$ cat src/rtl/muldiv_pkg.sv
// Definitions shared by the multicycle MIPS multiply/divide units.
// Holds the control-state encoding, the widths and the start/done handshake levels.
package muldiv_pkg;

    localparam int DIV_WIDTH = 32;
    localparam int DIV_CNT_W = $clog2(DIV_WIDTH);

    // Both units launch on a rising start and answer with a one-cycle done pulse.
    localparam logic START_ACTIVE = 1'b1;
    localparam logic DONE_ACTIVE  = 1'b1;

    typedef enum logic [1:0] {
        IDLE = 2'd0,
        BUSY = 2'd1,
        DONE = 2'd2
    } md_state_e;

endpackage

$ cat src/rtl/div_step.sv
// One restoring radix-2 iteration on unsigned magnitudes.
// It shifts {rem, dvd} left by one and tries to subtract the divisor.
module div_step #(
    parameter int WIDTH = 32
) (
    input  logic [WIDTH-1:0] rem,
    input  logic [WIDTH-1:0] dvd,
    input  logic [WIDTH-1:0] divisor,
    output logic [WIDTH-1:0] rem_next,
    output logic [WIDTH-1:0] dvd_next
);

    logic [WIDTH:0] shifted;
    logic [WIDTH:0] trial;
    logic           q_bit;

    // rem < divisor <= 2^(WIDTH-1), so one extra bit holds both the shifted value and the trial sign.
    assign shifted  = {rem, dvd[WIDTH-1]};
    assign trial    = shifted - {1'b0, divisor};
    assign q_bit    = ~trial[WIDTH];
    assign rem_next = q_bit ? trial[WIDTH-1:0] : shifted[WIDTH-1:0];
    assign dvd_next = {dvd[WIDTH-2:0], q_bit};

endmodule

$ cat src/rtl/radix2_divider.sv
// Sequential signed divider for DIV: one quotient bit per clock on the operand magnitudes.
// The result signs are fixed up when the outputs load. The quotient truncates toward zero.
module radix2_divider
    import muldiv_pkg::*;
#(
    parameter int WIDTH = DIV_WIDTH
) (
    input  logic             clk,
    input  logic             reset,
    input  logic [WIDTH-1:0] a,
    input  logic [WIDTH-1:0] b,
    input  logic             start,
    output logic [WIDTH-1:0] quotient,
    output logic [WIDTH-1:0] remainder,
    output logic             done,
    output logic             div_by_zero,
    output logic             busy
);

    localparam int CNT_W = (WIDTH == DIV_WIDTH) ? DIV_CNT_W : $clog2(WIDTH);
    localparam logic [CNT_W-1:0] LAST_CNT = CNT_W'(WIDTH - 1);

    md_state_e        state_q, state_d;
    logic             start_q, start_d;
    logic [WIDTH-1:0] dvd_q, dvd_d;
    logic [WIDTH-1:0] rem_q, rem_d;
    logic [WIDTH-1:0] divisor_q, divisor_d;
    logic [CNT_W-1:0] cnt_q, cnt_d;
    logic             neg_quo_q, neg_quo_d;
    logic             neg_rem_q, neg_rem_d;
    logic [WIDTH-1:0] quotient_q, quotient_d;
    logic [WIDTH-1:0] remainder_q, remainder_d;
    logic             done_q, done_d;
    logic             div_by_zero_q, div_by_zero_d;
    logic             busy_q, busy_d;

    logic [WIDTH-1:0] step_rem;
    logic [WIDTH-1:0] step_dvd;
    logic [WIDTH-1:0] a_mag;
    logic [WIDTH-1:0] b_mag;
    logic             launch;

    div_step #(.WIDTH(WIDTH)) u_step (
        .rem      (rem_q),
        .dvd      (dvd_q),
        .divisor  (divisor_q),
        .rem_next (step_rem),
        .dvd_next (step_dvd)
    );

    // The most negative value maps onto its own bit pattern, which is the correct unsigned magnitude.
    assign a_mag  = a[WIDTH-1] ? -a : a;
    assign b_mag  = b[WIDTH-1] ? -b : b;
    assign launch = (state_q == IDLE) && (start == START_ACTIVE) && (start_q != START_ACTIVE);

    always_comb begin
        state_d       = state_q;
        start_d       = start;
        dvd_d         = dvd_q;
        rem_d         = rem_q;
        divisor_d     = divisor_q;
        cnt_d         = cnt_q;
        neg_quo_d     = neg_quo_q;
        neg_rem_d     = neg_rem_q;
        quotient_d    = quotient_q;
        remainder_d   = remainder_q;
        done_d        = ~DONE_ACTIVE;
        div_by_zero_d = div_by_zero_q;
        busy_d        = busy_q;

        case (state_q)
            IDLE: begin
                if (launch) begin
                    dvd_d         = a_mag;
                    divisor_d     = b_mag;
                    rem_d         = '0;
                    cnt_d         = '0;
                    neg_quo_d     = a[WIDTH-1] ^ b[WIDTH-1];
                    neg_rem_d     = a[WIDTH-1];
                    div_by_zero_d = 1'b0;
                    if (b == '0) begin
                        state_d       = DONE;
                        quotient_d    = '0;
                        remainder_d   = '0;
                        div_by_zero_d = 1'b1;
                    end else begin
                        state_d = BUSY;
                        busy_d  = 1'b1;
                    end
                end
            end
            BUSY: begin
                rem_d = step_rem;
                dvd_d = step_dvd;
                cnt_d = cnt_q + CNT_W'(1);
                if (cnt_q == LAST_CNT) begin
                    quotient_d  = neg_quo_q ? -step_dvd : step_dvd;
                    remainder_d = neg_rem_q ? -step_rem : step_rem;
                    state_d     = DONE;
                    busy_d      = 1'b0;
                    done_d      = DONE_ACTIVE;
                end
            end
            DONE: begin
                busy_d = 1'b0;
                // A zero divisor enters DONE straight from IDLE, so the pulse is raised one edge later.
                if (done_q == DONE_ACTIVE) begin
                    state_d = IDLE;
                end else begin
                    done_d = DONE_ACTIVE;
                end
            end
            default: begin
                state_d = IDLE;
                busy_d  = 1'b0;
            end
        endcase
    end

    always_ff @(posedge clk or negedge reset) begin
        if (!reset) begin
            state_q       <= IDLE;
            start_q       <= 1'b0;
            dvd_q         <= '0;
            rem_q         <= '0;
            divisor_q     <= '0;
            cnt_q         <= '0;
            neg_quo_q     <= 1'b0;
            neg_rem_q     <= 1'b0;
            quotient_q    <= '0;
            remainder_q   <= '0;
            done_q        <= 1'b0;
            div_by_zero_q <= 1'b0;
            busy_q        <= 1'b0;
        end else begin
            state_q       <= state_d;
            start_q       <= start_d;
            dvd_q         <= dvd_d;
            rem_q         <= rem_d;
            divisor_q     <= divisor_d;
            cnt_q         <= cnt_d;
            neg_quo_q     <= neg_quo_d;
            neg_rem_q     <= neg_rem_d;
            quotient_q    <= quotient_d;
            remainder_q   <= remainder_d;
            done_q        <= done_d;
            div_by_zero_q <= div_by_zero_d;
            busy_q        <= busy_d;
        end
    end

    assign quotient    = quotient_q;
    assign remainder   = remainder_q;
    assign done        = done_q;
    assign div_by_zero = div_by_zero_q;
    assign busy        = busy_q;

endmodule

$ cat config.mk
export PLATFORM = sky130hd
export DESIGN_NAME = radix2_divider
export DESIGN_NICKNAME = d
export VERILOG_FILES = /design/src/rtl/muldiv_pkg.sv /design/src/rtl/div_step.sv /design/src/rtl/radix2_divider.sv
export SDC_FILE = /design/constraint.sdc
export NUM_CORES = 1
export LEC_CHECK = 0
export CAP_MARGIN = 20
export CORE_MARGIN = 1
export CORE_UTILIZATION = 62
export CTS_CLUSTER_SIZE = 14
export DETAILED_ROUTE_END_ITERATION = 12
export GPL_TIMING_DRIVEN = 0
export PLACE_DENSITY = 0.95
export SYNTH_ARGS = -nofsm -noshare
export SYNTH_HDL_FRONTEND = slang
export SYNTH_SLANG_ARGS = --single-unit
$ cat constraint.sdc
create_clock -name clk -period 14.9 [get_ports clk]
set_input_delay 2.98 -clock clk [delete_from_list [all_inputs] [get_ports clk]]
set_output_delay 2.98 -clock clk [all_outputs]
set_load 0.01 [all_outputs]
==> results.ini, run 1 <==
[status]
status=completed

[global_route]
grt_pass1_wl_um=58130
grt_use_total=0.3717
grt_pass1_vias=11371
grt_antenna_before_repair=0
grt-ovfl-total=0
grt_max_degree=130

[setup_path]
start_kind=flip-flop
endpoint_kind=flip-flop
cpPeakStageDelay_ps=740
crit_required_ps=15230
crit_top_cell=inv_1
r2r-end=remainder[26]$_DFFE_PN0P_
r2r_cells=25
arrival_ps=7450
crit_type=reg2reg
critPathMaxFanout=10
r2r_slack_ps=7780
slowest_stage=nor4_2
regToRegStartpoint=dvd_q[31]$_DFFE_PN0P_

[detailed_routing]
drc=0
wl_um=36540
ant_nets=0
routed_via_density=6.350
vias=12053
drt_first_iter_violations=1267
first_pass_iters=8
routedWlPerCell_um=19.25

[sta]
fin_skew_ps=14.03
hold_ws_ps=476.7
slew_headroom=0.3597
rsz0062_at_grt=no
worst_slew_pin_slew_ps=952.4
period_needed_ps=7125
setup_violations=0
drv_slew=0
hold_viol_final=0
worst_slack_ps=7775
period_share=0.4782
max_freq_mhz=140.4
setup-tns-final_ps=0

[floorplan]
die_area_um2=20170
core_um2=18960
io_pins=134
die_h_um=142.0
die_w_um=142.0
initial_core_util=0.6413
row_count=50

[cts]
clock-root-buffer=clkbuf_16
clock-sinks=173
cts_hold_buf=0
postCtsSetupBuffers=0
cts_tree=done
numCtsBuffers=17
clk_pin_slew_ps=70
htreeDepth=4
clk_latency_ps=450
cts_repair_resize_count=0
clk_path_buf_depth=2

[synthesis]
synth.net_count=1581
synth-edff-count=0
yosysSeqAreaShare=0.3561
ys_seq_elements=173
synth_top_area_frac=0.3561
synth_cell_types=74
async_reset_ff_frac=1.000
yosys_warnings=0
synthFlopType=dfrtp_1
syn_inst=1472
yosys.area.top_type=dfrtp_1
synth_area_um2=12160
syn_area_per_cell_um2=8.259
synthTopCellsByArea=dfrtp_1 36%, nand2_1 7.3%, o21ai_0 7.3%

[layout]
finalNetCount=1735
nFillCells=1381
final_cell_mix=237 x nand2_1, 177 x o21ai_0, 173 x dfrtp_1, 132 x clkdlybuf4s50_1, 100 x xor2_1
area_delta_synth_final_pct=18.70
drive_above_1_share=0.06349
final_common_cell=nand2_1
n_antenna_cell=0

[flow_run]
timing.max_cap.violations=0

[worst_hold_path]
hold_path_class=reg2reg
min_from=quotient[29]$_DFFE_PN0P_
hold_end=quotient[29]$_DFFE_PN0P_
holdPathStages=2

[place]
dpl.hpwl_um=27950
gp_congestion=0.9955
portBuffers=133
place_ws_ps=7619

[power_and_ir_drop]
peakVddDrop_mv=0.1392
p_per_area_nw_per_um2=256.9
p_leak_nw=6.128
p_total_w=0.003707

worst max path at each step:
stage                                     end  cells after the start  slack [ps]             startpoint
floorplan            remainder[7]$_DFFE_PN0P_                     11        8540                   b[2]
global placement      div_by_zero$_DFFE_PN0P_                      1        4060                  reset
detailed placement    quotient[8]$_DFFE_PN0P_                     13        7620                   b[2]
CTS                 remainder[26]$_DFFE_PN0P_                     25        7990  dvd_q[31]$_DFFE_PN0P_
global route        remainder[26]$_DFFE_PN0P_                     25        7390  dvd_q[31]$_DFFE_PN0P_
finish              remainder[26]$_DFFE_PN0P_                     25        7780  dvd_q[31]$_DFFE_PN0P_
critical path, delay by kind of cell, from the launching register on:
kind | cells | cell delay [ps]
AO/OA/AOI/OAI | 8 | 1880
XOR/XNOR | 1 | 210
adder cells (fa/ha/maj) | 3 | 850
buffers and inverters | 6 | 1620
flip-flops | 1 | 450
AND/OR/NAND/NOR | 7 | 1960
flip-flops by register name, indices dropped and copies added, names as in the netlist:
signal       cells
busy             1
cnt_q            5
div_by_zero      1
divisor_q       32
done             1
dvd_q           32
neg_quo_q        1
neg_rem_q        1
quotient        32
rem_q           32
remainder       32
start_q          1
state_q          2
cell usage after synthesis (all sizes together) (18+ instances only):
master and count:
or4 26, inv 55, xnor2 45, ha 41
nor3 19, o31ai 54, o21ai 222, o41ai 18
nor2 97, buf 21, or3 27, nand2 237
clkbuf 58, xor2 100, mux2i 28, a21oi 86
dfrtp 173
where the power goes:
part / internal [W] / switching [W] / total (W)
clock network: 0.000236 / 0.000213 / 0.000449
registers: 0.000659 / 0.000180 / 0.000840
logic: 0.000887 / 0.00153 / 0.00242
routing by layer:
| layer | up-vias | routed length [um] | GRT usage |
|---|---|---|---|
| li1 | 5547 | - | - |
| met1 | 5632 | 14110 | 0.4698 |
| met2 | 738 | 17230 | 0.6174 |
| met3 | 136 | 3621 | 0.06528 |
| met4 | 0 | 1574 | 0.1788 |
| met5 | - | 0 | 0 |
through the flow:
step,instance area (um^2),std cells,utilization
3_5_place_dp,13850,1866,0.7304
6_report,14430,1898,0.7613
3_3_place_gp,13810,1865,0.7287
4_1_cts,14430,1897,0.7610
2_1_floorplan,12160,1472,-
5_1_grt,14430,1898,0.7613
final cells by class:
cell class                 count  area, um^2  share of cell area
clock buffer                  17       425.4             0.02948
sequential                   173        4329              0.3000
multi-input combinational   1164        7283              0.5047
timing repair buffer         135        1369             0.09486
inverter                      56       210.2             0.01457
buffer                        79       334.1             0.02315
tap                          260       325.3             0.02254
clock inverter                14       153.9             0.01067
cell families (layout without fill, tap and decap cells):
family	after synthesis	in the layout	share of synthesized area
adders and majority gates	42	42	0.04385
and+or+nand+nor	480	480	0.1832
DFF	173	173	0.3561
buffers and inverters	135	301	0.04477
xor gates and xnor gates	145	145	0.1045
muxes	30	30	0.02491
AOI/OAI and AO/OA	467	467	0.2427
Note: power is estimated with default switching activity, not from simulation.
==> run 2: changes to the inputs <==
- CORE_UTILIZATION: 62 -> 58
- PLACE_DENSITY: 0.95 -> 0.93
- clock period: 14.9 -> 7.39 ns (I/O delays scaled with it)
==> run 2 against run 1 <==
  * Design area is 0.38% higher
  * Setup slack worse by 7400 ps
  * First-iteration DRC count is 6.9% higher
  * Non-clock buffer count stayed put
  * Critical endpoint unchanged
==> results.ini, run 2 (same netlist as run 1, synthesis figures left out) <==
[flow_run]
timing.max_cap.violations=0  ; unchanged

[detailed_routing]
wl_um=36390  ; was 36540 um
ant_nets=0  ; unchanged
drt_first_iter_violations=1355  ; was 1267
routed_via_density=6.307  ; was 6.350
first_pass_iters=6  ; was 8
drc=0  ; unchanged
vias=12041  ; was 12053
routedWlPerCell_um=19.06  ; was 19.25 um

[sta]
setup-tns-final_ps=0  ; unchanged
max_freq_mhz=141.9  ; was 140.4 MHz
period_needed_ps=7048  ; was 7125 ps
worst_slack_ps=341.7  ; was 7775 ps
period_share=0.9538  ; was 0.4782
fin_skew_ps=12.48  ; was 14.03 ps
rsz0062_at_grt=no  ; unchanged
setup_violations=0  ; unchanged
hold_viol_final=0  ; unchanged
worst_slew_pin_slew_ps=955.3  ; was 952.4 ps
drv_slew=0  ; unchanged
slew_headroom=0.3578  ; was 0.3597

[layout]
finalNetCount=1735  ; unchanged
final_cell_mix=237 x nand2_1, 177 x o21ai_0, 173 x dfrtp_1, 132 x clkdlybuf4s50_1, 100 x xor2_1  ; unchanged
final_common_cell=nand2_1  ; unchanged
drive_above_1_share=0.06406  ; was 0.06349
utilization=0.7113  ; was 0.7613
n_antenna_cell=0  ; unchanged
area_delta_synth_final_pct=19.15  ; was 18.70%

[power_and_ir_drop]
peakVddDrop_mv=0.2319  ; was 0.1392 mV
p_per_area_nw_per_um2=518.5  ; was 256.9 nW/um^2
p_leak_nw=6.149  ; was 6.128 nW

[cts]
clk_path_buf_depth=2  ; unchanged
cts_hold_buf=0  ; unchanged
postCtsSetupBuffers=0  ; unchanged
clk_latency_ps=450  ; about the same
clk_pin_slew_ps=70  ; about the same
clock-sinks=173  ; unchanged
cts_tree=done  ; unchanged
htreeDepth=4  ; unchanged
clock-root-buffer=clkbuf_16  ; unchanged
cts_repair_resize_count=0  ; unchanged
numCtsBuffers=17  ; unchanged

[setup_path]
slowest_stage=nor4_2  ; unchanged
endpoint_kind=flip-flop  ; unchanged
crit_type=reg2reg  ; unchanged
arrival_ps=7380  ; was 7450 ps
cp_top_family=simple AND/OR/NAND/NOR gates  ; unchanged
cpPeakStageDelay_ps=740  ; about the same
crit_required_ps=7720  ; was 15230 ps
crit_top_cell=inv_1  ; unchanged
critPathMaxFanout=10  ; unchanged
start_kind=flip-flop  ; unchanged
crit_buf_inv=6  ; unchanged

[worst_hold_path]
hold_path_class=reg2reg  ; unchanged

[floorplan]
row_count=52  ; was 50
core_um2=20360  ; was 18960 um^2
die_h_um=146.8  ; was 142.0 um
initial_core_util=0.5970  ; was 0.6413
die_w_um=146.8  ; was 142.0 um
die_area_um2=21540  ; was 20170 um^2
io_pins=134  ; unchanged

[global_route]
grt_antenna_before_repair=0  ; unchanged
use_met1=0.4579  ; was 0.4698
grt_use_total=0.3460  ; was 0.3717
grt_pass1_vias=11529  ; was 11371
grt_use_met2=0.5739  ; was 0.6174
grt_pass1_wl_um=59060  ; was 58130 um
grt-ovfl-total=0  ; unchanged
grtUsageMet3=0.05373  ; was 0.06528
grt_max_degree=110  ; was 130
top_usage_layer=met2  ; unchanged

[place]
portBuffers=133  ; unchanged
gp_congestion=0.9823  ; was 0.9955
place_ws_ps=622.9  ; was 7619 ps
dpl.hpwl_um=27800  ; was 27950 um

[status]
status=completed  ; unchanged

==> run 2: changes by cell type in the layout (fill, tap and decap cells not counted) <==
cell	previous run	this run
clkinvlp_4	2	1
inv_8	2	3
clkinv_8	1	5
clkinv_4	4	2
inv_6	4	3
==> run 2: tightest hold or removal path, cell delays in order (launching register included) <==
cell	delay [ps]
dfrtp_1	340
nand2_1	60
o21ai_2	50
==> run 2: area by class of cell <==
cell class,instances,area [um^2]
Multi-Input combinational cell,1164,7283
Fill cell,1531,5879
Sequential cell,173,4329
Timing Repair Buffer,135,1369
Clock buffer,17,425.4
Tap cell,270,337.8
Buffer,79,334.1
Inverter,56,210.2
Clock inverter,15,196.4
==> run 2: metal layers <==
metal | wire, um | up-vias
li1 | - | 5567
met1 | 14800 | 5652
met2 | 17000 | 695
met3 | 3405 | 127
met4 | 1179 | 0
met5 | 0 | -
==> run 2: final timing paths <==
check	slack, ps	end	startpoint	cells past startpoint
max in group asynchronous	5530	rem_q[19]$_DFFE_PN0P_	reset	2
min reg2reg	480	remainder[9]$_DFFE_PN0P_	remainder[9]$_DFFE_PN0P_	2
min in group asynchronous	960	remainder[6]$_DFFE_PN0P_	reset	1
max reg2reg	340	remainder[26]$_DFFE_PN0P_	dvd_q[31]$_DFFE_PN0P_	25
max	340	remainder[26]$_DFFE_PN0P_	dvd_q[31]$_DFFE_PN0P_	25
min	480	remainder[9]$_DFFE_PN0P_	remainder[9]$_DFFE_PN0P_	2
==> run 2: per-stage QoR <==
step                      power [W]  area [um^2]  hold slack [ps]  instances
after floorplan            0.004892        12160            443.2       1472
after global placement     0.006230        13830            461.9       1875
after detailed placement   0.006394        13860            465.7       1876
after CTS                  0.007365        14480            481.9       1908
after global routing       0.007990        14490            509.0       1909
final                      0.007511        14490            478.7       1909
==> run 2: power breakdown <==
part / internal, W / switching (W) / leakage [nW]
Combinational: 0.00179 / 0.00308 / 3.58
Sequential: 0.00133 / 0.000377 / 2.27
Clock: 0.000489 / 0.000448 / 0.298
==> run 3: changes to the inputs <==
- TNS_END_PERCENT: not set -> 20
==> results of run 3 <==
No change in the layout: final DEF, timing and power equal those of run 2.
